File: src/rtl/stopwatch_ctrl.sv
// Stopwatch controller: BCD mm:ss count chain driven by a prescaled tick,
// with a run/pause/lap/done state machine and a frozen-or-live display bus.
module stopwatch_ctrl #(
  parameter int unsigned TICK_DIV = 100000000
) (
  input  logic       clk,
  input  logic       reset,
  input  logic       start_stop,
  input  logic       lap,
  input  logic       clear,
  output logic [2:0] min_l,
  output logic [3:0] min_r,
  output logic [2:0] sec_l,
  output logic [3:0] sec_r,
  output logic       running,
  output logic       frozen,
  output logic       done
);

  localparam int unsigned PW = $clog2(TICK_DIV);
  localparam logic [PW-1:0] PRESC_MAX = PW'(TICK_DIV - 1);

  typedef enum logic [2:0] {
    IDLE  = 3'd0,
    RUN   = 3'd1,
    LAP   = 3'd2,
    PAUSE = 3'd3,
    DONE  = 3'd4
  } state_t;

  state_t        state, state_next;
  logic [PW-1:0] presc, presc_next;
  logic [2:0]    cm_l, cs_l, cm_l_next, cs_l_next;
  logic [3:0]    cm_r, cs_r, cm_r_next, cs_r_next;
  logic          counting_c, tick_c, at_max_c, zero_c, inc_c, hold_disp_c;
  logic          running_next, frozen_next, done_next;

  // State register
  always_ff @(posedge clk or negedge reset) begin
    if (!reset) state <= IDLE;
    else        state <= state_next;
  end

  // Next-state decode; within a state the highest-priority valid input wins
  always_comb begin
    state_next = state;
    case (state)
      IDLE:  if (start_stop) state_next = RUN;
      RUN: begin
        if (start_stop)              state_next = PAUSE;
        else if (lap)                state_next = LAP;
        else if (tick_c && at_max_c) state_next = DONE;
      end
      LAP: begin
        if (start_stop)              state_next = PAUSE;
        else if (lap)                state_next = RUN;
        else if (tick_c && at_max_c) state_next = DONE;
      end
      PAUSE: begin
        if (clear)           state_next = IDLE;
        else if (start_stop) state_next = RUN;
      end
      DONE:  if (clear) state_next = IDLE;
      default: state_next = IDLE;
    endcase
  end

  // Datapath next values and status flag decode
  always_comb begin
    counting_c   = (state == RUN) || (state == LAP);
    tick_c       = counting_c && (presc == PRESC_MAX);
    at_max_c     = (cm_l == 3'd5) && (cm_r == 4'd9) && (cs_l == 3'd5) && (cs_r == 4'd9);
    zero_c       = clear && ((state == PAUSE) || (state == DONE));
    inc_c        = tick_c && !at_max_c;
    hold_disp_c  = (state == LAP) && (state_next == LAP);
    running_next = (state_next == RUN) || (state_next == LAP);
    frozen_next  = (state_next == LAP);
    done_next    = (state_next == DONE);

    if (counting_c)          presc_next = tick_c ? '0 : presc + PW'(1);
    else if (state == PAUSE) presc_next = presc;
    else                     presc_next = '0;

    cm_l_next = cm_l;
    cm_r_next = cm_r;
    cs_l_next = cs_l;
    cs_r_next = cs_r;
    if (zero_c) begin
      cm_l_next = 3'd0;
      cm_r_next = 4'd0;
      cs_l_next = 3'd0;
      cs_r_next = 4'd0;
    end else if (inc_c) begin
      if (cs_r != 4'd9) begin
        cs_r_next = cs_r + 4'd1;
      end else begin
        cs_r_next = 4'd0;
        if (cs_l != 3'd5) begin
          cs_l_next = cs_l + 3'd1;
        end else begin
          cs_l_next = 3'd0;
          if (cm_r != 4'd9) begin
            cm_r_next = cm_r + 4'd1;
          end else begin
            cm_r_next = 4'd0;
            cm_l_next = cm_l + 3'd1;
          end
        end
      end
    end
  end

  // Prescaler, count chain, display latch and flags
  always_ff @(posedge clk or negedge reset) begin
    if (!reset) begin
      presc   <= '0;
      cm_l    <= 3'd0;
      cm_r    <= 4'd0;
      cs_l    <= 3'd0;
      cs_r    <= 4'd0;
      min_l   <= 3'd0;
      min_r   <= 4'd0;
      sec_l   <= 3'd0;
      sec_r   <= 4'd0;
      running <= 1'b0;
      frozen  <= 1'b0;
      done    <= 1'b0;
    end else begin
      presc   <= presc_next;
      cm_l    <= cm_l_next;
      cm_r    <= cm_r_next;
      cs_l    <= cs_l_next;
      cs_r    <= cs_r_next;
      running <= running_next;
      frozen  <= frozen_next;
      done    <= done_next;
      if (!hold_disp_c) begin
        min_l <= cm_l_next;
        min_r <= cm_r_next;
        sec_l <= cs_l_next;
        sec_r <= cs_r_next;
      end
    end
  end

endmodule

File: config.mk
export PLATFORM = sky130hd
export DESIGN_NAME = stopwatch_ctrl
export DESIGN_NICKNAME = d
export VERILOG_FILES = /design/src/rtl/stopwatch_ctrl.sv
export SDC_FILE = /design/constraint.sdc
export NUM_CORES = 1
export LEC_CHECK = 0
export ABC_CLOCK_PERIOD_IN_PS = 6000
export CORE_UTILIZATION = 59
export CTS_BUF_LIST = sky130_fd_sc_hd__clkbuf_2 sky130_fd_sc_hd__clkbuf_4 sky130_fd_sc_hd__clkbuf_8
export DETAILED_ROUTE_END_ITERATION = 10
export PLACE_DENSITY = 0.89
export SYNTH_ARGS = -nofsm -noshare
export SYNTH_HDL_FRONTEND = slang
export SYNTH_SLANG_ARGS = --single-unit
File: constraint.sdc
create_clock -name clk -period 6 [get_ports clk]
set_input_delay 1.2 -clock clk [delete_from_list [all_inputs] [get_ports clk]]
set_output_delay 1.2 -clock clk [all_outputs]
set_load 0.05 [all_outputs]
==> impl_metrics.yaml <==
timing:
  holdWs_ps: 496
  timing.fmax_mhz: 335
  worst_pin_slew_ps: 784
  period_needed_ps: 2980
  final_max_slew_viol_count: 0
  slew_headroom: 0.475
  timing_hold_violations_final: 0
  setup_violations: 0
  finalSetupTns_ps: 0
  skew_ps: 6.44
  post-route-period-util: 0.497
  final.setup.worst_slack_ps: 3020
  rsz0062_at_grt: "no"
synth:
  syn_inst: 320
  synth_cell_types: 54
  synth_seq_cells: 61
  synth-seq-area-share: 0.487
  synth_xor_area_frac: 0.0726
  synthMuxAreaShare: 0.0523
  synth_top_family_by_area: "simple AND/OR/NAND/NOR gates"
  synth_fa_ha_area_frac: 0.0199
  synth_warnings: 0
  synth_compound_area_frac: 0.0870
  synthArstFlopShare: 1.00
  synth_edf_count: 0
  ys.flop_type: "dfrtp_1"
  yosys.area_share.simple: 0.258
  synthTopCellsByArea: "dfrtp_1 (49%), nor2_1 (5.3%), xor2_1 (3.9%)"
  syn_nets: 330
  syn_area_per_cell_um2: 9.80
  synth.largest_area_cell: "dfrtp_1"
  syn-cell-area_mm2: 0.00314
  synth_top_area_share: 0.487
placement:
  dpl.hpwl_um: 4300
  dpl_cell_area_mm2: 0.00339
  dpl.cell_count: 403
  portBuffers: 21
  dp_slack_ps: 2990
  routabilityCongestion: 0.866
finish:
  n_antenna_cell: 0
  stdcell_area_mm2: 0.00361
  final_nets: 354
  final_layout_size_suffix_gt1_frac: 0.101
  area_growth_pct: 15.2
  stdcell_count: 418
  mostFrequentLayoutCells: "dfrtp_1 (61), nor2_1 (44), nand2_1 (32)"
  final_common_cell: "dfrtp_1"
power:
  p_int_uw: 768
  power_leakage_nw: 1.58
  pwr-share-seq: 0.406
  power.switching_uw: 393
  swShare: 0.339
  p_comb_frac: 0.248
  ir_worst_vdd_v: 0.000207
  pwr-share-clk: 0.346
  power_density_mw_per_mm2: 322
critical_path:
  rrSetupSlack_ps: 3020
  cp_slowest_cell: "nor2_1"
  crit_buf_inv: 0
  critPathTopFamily: "simple AND/OR/NAND/NOR gates"
  cp_common_cell: "nor2_1"
  start_kind: "flop"
  required_ps: 6200
  crit_type: "reg2reg"
  worstPathMaxFanout: 19
  cpPeakStageDelay_ps: 680
  crit_arrival_ps: 3180
  cp-end-kind: "flop"
  path_cells: "ha_1 -> and4_1 -> nand4_1 -> nor2_1 -> nor2_1 -> nor2_2 -> nor2_1"
die:
  die_area_mm2: 0.00561
  core_area_mm2: 0.00511
  die_x_um: 74.9
  rows: 26
  ios: 22
  dieHeight_um: 74.9
  initial_utilization: 0.614
worst_hold_path:
  hold_path.class: "reg2reg"
global_route:
  grt_pass1_wl_um: 10300
  gr-total-overflow: 0
  antenna_found_initial: 0
  grt_max_degree: 62
  grt_usage: 0.250
  grt_pass1_vias: 2312
route:
  antenna_violating_nets_post_route: 0
  drt_iter0_drc: 155
  wl_per_cell_um: 15.1
  routed_wl_um: 6310
  vias_per_cell: 5.83
  drc_errors: 0
  vias: 2436
  first_pass_iters: 6
clocking:
  cts_setup_buffers: 0
  clock_latency_ps: 350
  cts_resized: 0
  root_buffer: "clkbuf_8"
  numCtsBuffers: 9
  clkSlewWorstSetupHoldPaths_ps: 70
  postCtsHoldBufs: 0
  cts_tree: "done"
  clockBufferDepth: 2
  cts_num_sinks: 61
  cts_max_level: 3
flow_run:
  cap_violations: 0
status:
  status: "finished clean"
==> layout make-up <==
| class | instances | area, um^2 |
|---|---|---|
| Multi-Input combinational cell | 242 | 1540 |
| Tap cell | 70 | 87.6 |
| Fill cell | 388 | 1500 |
| Timing Repair Buffer | 22 | 213 |
| Sequential cell | 61 | 1530 |
| Clock inverter | 4 | 72.6 |
| Inverter | 8 | 30.0 |
| Clock buffer | 11 | 145 |
==> sequential cells by signal, summed over array words and instances (netlist names) <==
| signal | cells |
|---|---|
| cm_l | 3 |
| min_r | 4 |
| cs_l | 3 |
| cm_r | 4 |
| sec_l | 3 |
| done | 1 |
| frozen | 1 |
| state | 3 |
| cs_r | 4 |
| sec_r | 4 |
| presc | 27 |
| running | 1 |
| min_l | 3 |
==> cells in the mapped netlist, types with 2 or more instances <==
| cell type | number |
|---|---|
| dfrtp_1 | 61 |
| nor2_1 | 44 |
| nand4_1 | 10 |
| o31ai_1 | 3 |
| o21ai_0 | 15 |
| and4_1 | 4 |
| and3b_1 | 3 |
| xor2_1 | 14 |
| and4bb_2 | 2 |
| xnor2_1 | 12 |
| nand3_1 | 17 |
| mux2i_1 | 7 |
| buf_4 | 2 |
| nor3_1 | 8 |
| mux2_2 | 7 |
| o21ai_1 | 2 |
| nand2_1 | 32 |
| a41o_1 | 2 |
| nor3b_1 | 2 |
| a21oi_1 | 6 |
| and3_1 | 4 |
| nand4b_1 | 2 |
| and4b_1 | 2 |
| nand2b_1 | 3 |
| clkbuf_1 | 6 |
| ha_1 | 5 |
| nor4_1 | 3 |
| inv_1 | 8 |
| a31oi_1 | 2 |
| o21a_1 | 2 |
| nor2b_1 | 6 |
| and2_1 | 2 |
==> path summary, 6_finish.rpt <==
kind / endpoint / depth (start not counted) / start
setup / recovery: presc[5]$_DFFE_PN0P_ / 7 / presc[0]$_DFFE_PN0P_
hold / removal: sec_r[0]$_DFFE_PN0N_ / 2 / sec_r[0]$_DFFE_PN0N_
setup reg to reg: presc[5]$_DFFE_PN0P_ / 7 / presc[0]$_DFFE_PN0P_
hold reg to reg: sec_r[0]$_DFFE_PN0N_ / 2 / sec_r[0]$_DFFE_PN0N_
max in group asynchronous: presc[18]$_DFFE_PN0P_ / 2 / reset
min in group asynchronous: presc[23]$_DFFE_PN0P_ / 2 / reset
==> tightest hold or removal path: stages (launching register included) <==
cell     delay, ps
dfrtp_1        350
nand2_1         50
o31ai_1         60
==> stage by stage <==
stage          utilization  power (mW)
2_1_floorplan            -       0.694
3_3_place_gp         0.665       0.759
3_5_place_dp         0.665       0.765
4_1_cts              0.707        1.17
5_1_grt              0.707        1.22
6_report             0.707        1.16
==> cells by family after synthesis <==
kind of cell    Yosys count
compound gates           42
xor+xnor                 26
fa+ha+maj                 5
buf+inv                  17
flops                    61
mux                      15
simple gates            154
==> layer usage <==
metal,global-route usage,routed length (um),up-vias
met5,0,0,-
met4,0.134,113,0
met3,0.0696,250,13
met2,0.411,3160,49
met1,0.300,2790,1197
li1,-,-,1177
==> power by group through the flow <==
stage / combinational, mW / sequential [mW] / clock, mW
detailed placement: 0.286 / 0.479 / 0
global placement: 0.281 / 0.477 / 0
finish: 0.288 / 0.472 / 0.402
CTS: 0.287 / 0.471 / 0.409
floorplan: 0.208 / 0.486 / 0
global route: 0.318 / 0.477 / 0.426
Power figures use the tool's default switching activity.
